File: src/rtl/alu_pkg.sv
// Shared ALU control encodings, legality check and arbiter FSM state type.
// Used by the ALU datapath and the round-robin arbiter that feeds it.
package alu_pkg;

  localparam logic [2:0] ALU_ADD = 3'b000;
  localparam logic [2:0] ALU_SUB = 3'b001;
  localparam logic [2:0] ALU_AND = 3'b010;
  localparam logic [2:0] ALU_OR  = 3'b011;
  localparam logic [2:0] ALU_SLT = 3'b101;

  localparam logic [31:0] ALU_DEFAULT_RESULT = 32'hDEADBEEF;

  typedef enum logic [1:0] {
    IDLE = 2'd0,
    EXEC = 2'd1,
    RESP = 2'd2
  } arb_state_t;

  function automatic logic is_legal_op(input logic [2:0] op);
    return (op == ALU_ADD) || (op == ALU_SUB) || (op == ALU_AND) ||
           (op == ALU_OR)  || (op == ALU_SLT);
  endfunction

endpackage

File: src/rtl/alu_arbiter_alu.sv
// Combinational 32-bit ALU: add, sub, and, or, signed set-less-than.
// Unknown control codes produce a recognisable default pattern.
module alu
  import alu_pkg::*;
(
  input  logic [31:0] i_a,
  input  logic [31:0] i_b,
  input  logic [2:0]  i_op,
  output logic [31:0] o_result,
  output logic        o_zero
);

  logic [31:0] w_result;

  always_comb begin
    w_result = ALU_DEFAULT_RESULT;
    case (i_op)
      ALU_ADD: w_result = i_a + i_b;
      ALU_SUB: w_result = i_a - i_b;
      ALU_AND: w_result = i_a & i_b;
      ALU_OR:  w_result = i_a | i_b;
      ALU_SLT: w_result = {31'b0, ($signed(i_a) < $signed(i_b))};
      default: w_result = ALU_DEFAULT_RESULT;
    endcase
  end

  assign o_result = w_result;
  assign o_zero   = (w_result == 32'd0);

endmodule

File: src/rtl/alu_arbiter.sv
// Round-robin arbiter sharing one ALU among NREQ requesters.
// Handshakes: a transfer happens on a rising edge where valid and ready are both high.
module alu_arbiter
  import alu_pkg::*;
#(
  parameter int NREQ = 2
) (
  input  logic              i_clk,
  input  logic              i_rst_n,
  input  logic [NREQ-1:0]   i_req_valid,
  output logic [NREQ-1:0]   o_req_ready,
  input  logic [NREQ*32-1:0] i_req_a,
  input  logic [NREQ*32-1:0] i_req_b,
  input  logic [NREQ*3-1:0] i_req_op,
  output logic [NREQ-1:0]   o_rsp_valid,
  input  logic [NREQ-1:0]   i_rsp_ready,
  output logic [31:0]       o_rsp_result,
  output logic              o_rsp_zero,
  output logic              o_rsp_err,
  output logic              o_busy
);

  localparam int IDW = (NREQ > 1) ? $clog2(NREQ) : 1;

  arb_state_t      r_state;
  logic [IDW-1:0]  r_rr_ptr;
  logic [IDW-1:0]  r_owner;
  logic [31:0]     r_a;
  logic [31:0]     r_b;
  logic [2:0]      r_op;
  logic [31:0]     r_result;
  logic            r_zero;
  logic            r_err;
  logic [NREQ-1:0] r_rsp_valid;
  logic            r_busy;

  logic [IDW-1:0]  w_winner;
  logic [IDW-1:0]  w_next_ptr;
  logic            w_any_valid;
  logic [NREQ-1:0] w_req_ready;
  logic [31:0]     w_alu_result;
  logic            w_alu_zero;

  // Search order ptr, ptr+1, ... : walking the offsets downward lets the
  // smallest offset overwrite, i.e. rotate + priority-encode + un-rotate.
  function automatic logic [IDW-1:0] rr_pick(input logic [NREQ-1:0] valid,
                                             input logic [IDW-1:0]  ptr);
    logic [IDW-1:0] pick;
    int             idx;
    pick = '0;
    for (int i = NREQ - 1; i >= 0; i--) begin
      idx = (int'(ptr) + i) % NREQ;
      if (valid[idx]) pick = IDW'(idx);
    end
    return pick;
  endfunction

  always_comb begin
    w_any_valid = |i_req_valid;
    w_winner    = rr_pick(i_req_valid, r_rr_ptr);
    w_next_ptr  = IDW'((int'(w_winner) + 1) % NREQ);
  end

  // Ready is masked by reset so every output reads zero while reset is held.
  always_comb begin
    w_req_ready = '0;
    if (i_rst_n && (r_state == IDLE) && w_any_valid) w_req_ready[w_winner] = 1'b1;
  end

  alu u_alu (
    .i_a      (r_a),
    .i_b      (r_b),
    .i_op     (r_op),
    .o_result (w_alu_result),
    .o_zero   (w_alu_zero)
  );

  always_ff @(posedge i_clk or negedge i_rst_n) begin
    if (!i_rst_n) begin
      r_state     <= IDLE;
      r_rr_ptr    <= '0;
      r_owner     <= '0;
      r_a         <= '0;
      r_b         <= '0;
      r_op        <= '0;
      r_result    <= '0;
      r_zero      <= 1'b0;
      r_err       <= 1'b0;
      r_rsp_valid <= '0;
      r_busy      <= 1'b0;
    end else begin
      case (r_state)
        IDLE: begin
          if (w_any_valid) begin
            r_a      <= i_req_a[32*w_winner +: 32];
            r_b      <= i_req_b[32*w_winner +: 32];
            r_op     <= i_req_op[3*w_winner +: 3];
            r_owner  <= w_winner;
            r_rr_ptr <= w_next_ptr;
            r_busy   <= 1'b1;
            r_state  <= EXEC;
          end
        end
        EXEC: begin
          r_result    <= w_alu_result;
          r_zero      <= w_alu_zero;
          r_err       <= !is_legal_op(r_op);
          r_rsp_valid <= NREQ'(1) << r_owner;
          r_state     <= RESP;
        end
        RESP: begin
          // Only the owner's accept retires the response.
          if (i_rsp_ready[r_owner]) begin
            r_rsp_valid <= '0;
            r_busy      <= 1'b0;
            r_state     <= IDLE;
          end
        end
        default: begin
          r_rsp_valid <= '0;
          r_busy      <= 1'b0;
          r_state     <= IDLE;
        end
      endcase
    end
  end

  assign o_req_ready  = w_req_ready;
  assign o_rsp_valid  = r_rsp_valid;
  assign o_rsp_result = r_result;
  assign o_rsp_zero   = r_zero;
  assign o_rsp_err    = r_err;
  assign o_busy       = r_busy;

endmodule

File: config.mk
export PLATFORM = sky130hd
export DESIGN_NAME = alu_arbiter
export DESIGN_NICKNAME = d
export VERILOG_FILES = /design/src/rtl/alu_pkg.sv /design/src/rtl/alu_arbiter_alu.sv /design/src/rtl/alu_arbiter.sv
export SDC_FILE = /design/constraint.sdc
export NUM_CORES = 1
export LEC_CHECK = 0
export CORE_MARGIN = 10
export CORE_UTILIZATION = 45
export CTS_CLUSTER_SIZE = 40
export DETAILED_ROUTE_END_ITERATION = 8
export PLACE_DENSITY = 0.76
export RECOVER_POWER = 100
export SLEW_MARGIN = 30
export SYNTH_ARGS = -nofsm -noshare
export SYNTH_HDL_FRONTEND = slang
export SYNTH_SLANG_ARGS = --single-unit
File: constraint.sdc
create_clock -name i_clk -period 4.4 [get_ports i_clk]
set_input_delay 0.88 -clock i_clk [delete_from_list [all_inputs] [get_ports i_clk]]
set_output_delay 0.88 -clock i_clk [all_outputs]
set_load 0.1 [all_outputs]
==> impl_metrics.json <==
{
  "status": "complete, but fails checks",
  "failed_checks": "max-capacitance violations, max-slew violations",
  "drc": 0,
  "wirelength_um": 38200,
  "fin_util_pct": 56.7,
  "crit_path_start": "r_b[0]",
  "cts_tree": "done",
  "hold_class": "register to register",
  "setup_viol": 0,
  "r2r_start": "r_b[0]",
  "cts_resized": 0,
  "tns_ns": 0,
  "path_max_fanout": 8,
  "ys_types": 93,
  "synth_cells": 1273,
  "worst_slew_pin_slew_ns": 1.69,
  "diodes": 0,
  "postCtsSetupRepairBufs": 0,
  "cts_buffers": 9,
  "post-route-period-util_pct": 93.5,
  "synth_ff_type": "dfrtp_1",
  "die_area_mm2": 0.0289,
  "grt_use_total_pct": 25.6,
  "overflow": 0,
  "rsz0062_at_grt": "no",
  "routedWlPerCell_um": 22.5,
  "place_congestion": 1.02,
  "cp-start-kind": "register",
  "finalCriticalPeriod_ns": 4.11,
  "io_buffers": 178,
  "antenna_found_initial": 1,
  "ios": 179,
  "first_iter_violations": 1307,
  "grt_pass1_vias": 10100,
  "clk_latency_ns": 0.37,
  "core-area_mm2": 0.0220,
  "drtAntennaViolNets": 0,
  "die_h_um": 170,
  "grt_max_degree": 71,
  "vias_per_cell": 6.25,
  "cts_max_level": 3,
  "yosysSeqAreaShare_pct": 26.7,
  "max_freq_ghz": 0.243,
  "syn_to_final_growth_pct": 23.2,
  "crit_arrival_ns": 4.41,
  "syn-num-nets": 1518,
  "cts_buffer_depth": 2,
  "maxSlewHeadroom_pct": -13.0,
  "layout_common_cells": "165 x inv_1, 136 x clkdlybuf4s50_1, 111 x nand2_1, 107 x dfrtp_1, 104 x a21oi_1",
  "finalHoldViolCount": 0,
  "max_cap_violations": 2,
  "num_vias": 10600,
  "yosys_warnings": 0,
  "ys_async_sr_fraction_pct": 100,
  "nNetsFinal": 1657,
  "cts.sinks": 108,
  "synth_edf_count": 0,
  "critPathRequiredTime_ns": 4.70,
  "grt_pass1_wl_um": 58500,
  "drive_above_1_share_pct": 5.86,
  "end_kind": "register",
  "dr.pass1.iters": 7,
  "ys_seq_elements": 108,
  "synth_area_mm2": 0.0101,
  "skew_ns": 0.0141,
  "dp_hpwl_um": 29600,
  "placementRows": 54,
  "start_util_pct": 46.1,
  "die_w_um": 170,
  "critPathKind": "register to register",
  "postSynthAreaPerCell_um2": 7.94,
  "cts_hold_buffers": 0,
  "path_clk_slew_ns": 0.09,
  "whs_ns": 0.472,
  "layout_commonest_cell": "inv_1",
  "clock-root-buffer": "clkbuf_16",
  "min_from": "o_rsp_result[24]",
  "slew_violations": 139
}
-- through the flow --
stage / cells / cell area [um^2] / setup WS, ns
2_1_floorplan: 1273 / 10100 / 0.837
3_3_place_gp: 1681 / 12200 / 0.436
3_5_place_dp: 1681 / 12200 / 0.446
4_1_cts: 1697 / 12500 / 0.395
5_1_grt: 1697 / 12500 / 0.158
6_report: 1697 / 12500 / 0.287
-- layer usage --
layer / global-route usage (%) / share of wire (%) / vias up
met5: 0 / 0 / -
met4: 8.24 / 2.5 / 0
met3: 5.51 / 10 / 53
met2: 38.7 / 43 / 587
met1: 35.5 / 44 / 5032
li1: - / - / 4934
-- flip-flops by register name, summed over array words and instances, names as in the netlist --
| register | count |
|---|---|
| o_busy | 1 |
| o_rsp_err | 1 |
| o_rsp_result | 32 |
| o_rsp_valid | 2 |
| o_rsp_zero | 1 |
| r_a | 32 |
| r_b | 32 |
| r_op | 3 |
| r_owner | 1 |
| r_rr_ptr | 1 |
| r_state | 2 |
-- kinds of logic after synthesis --
family,after synthesis,share of synthesized area [%]
compound gates,446,31.9
mux,11,1.14
simple gates,339,16.2
fa+ha+maj,105,13.1
buf+inv,249,9.64
flops,108,26.7
xor+xnor,15,1.30
-- critical path, cell delays in order, from the launching register on --
cell and delay (ns):
dfrtp_1 0.41, ha_1 0.19, inv_1 0.07, fa_1 0.42
nand2b_1 0.19, a21oi_1 0.24, o21ai_1 0.29, a21oi_1 0.38
a21oi_1 0.15, a41o_1 0.23, a22o_1 0.29, nor4_2 0.39
nand4_1 0.21, nor4_1 0.37, a32o_1 0.21
-- layout make-up --
cell class	instances	area (um^2)
Tap cell	280	350
Multi-Input combinational cell	916	6430
Inverter	167	627
Clock inverter	7	103
Timing Repair Buffer	210	2020
Sequential cell	108	2700
Clock buffer	9	225
Fill cell	2069	9500
-- worst paths after layout --
path,end,slack (ns),cells past startpoint
worst max-delay path,o_rsp_zero,0.29,14
worst min-delay path,o_rsp_result[24],0.47,2
worst max register to register,o_rsp_zero,0.29,14
worst min register to register,o_rsp_result[24],0.47,2
max in group asynchronous,r_op[0],1.74,2
min in group asynchronous,o_rsp_result[1],0.51,1
-- cells in the mapped netlist, types with 5 or more instances --
cell type / number / area, um^2
o21ai_0: 70 / 350
o31ai_1: 11 / 82.6
o211ai_1: 11 / 82.6
a21o_1: 14 / 105
o21a_1: 13 / 97.6
inv_1: 165 / 619
o21ai_1: 8 / 40.0
or2_2: 7 / 43.8
o311ai_1: 7 / 61.3
xnor2_1: 13 / 114
nand4_1: 8 / 50.1
a211oi_1: 20 / 150
o22ai_1: 10 / 62.6
ha_1: 103 / 1290
nor2_1: 80 / 300
and2_1: 5 / 31.3
a222oi_1: 67 / 671
a21oi_1: 105 / 526
o221ai_1: 7 / 61.3
mux2i_1: 7 / 70.1
nand3_1: 23 / 115
or3_1: 8 / 50.1
o31a_1: 8 / 70.1
buf_1: 5 / 18.8
nor4_1: 10 / 62.6
clkbuf_1: 57 / 214
a221oi_1: 5 / 43.8
nand2_1: 111 / 417
o2111ai_1: 9 / 78.8
buf_2: 17 / 85.1
o21bai_1: 8 / 60.1
a31oi_1: 16 / 100
nand2b_1: 15 / 93.8
nor2b_1: 19 / 119
nor3_1: 27 / 135
a32oi_1: 5 / 43.8
dfrtp_1: 108 / 2700
Power is not shown: default switching activity piles up to over one toggle a cycle in this logic, so the estimate is an artifact.
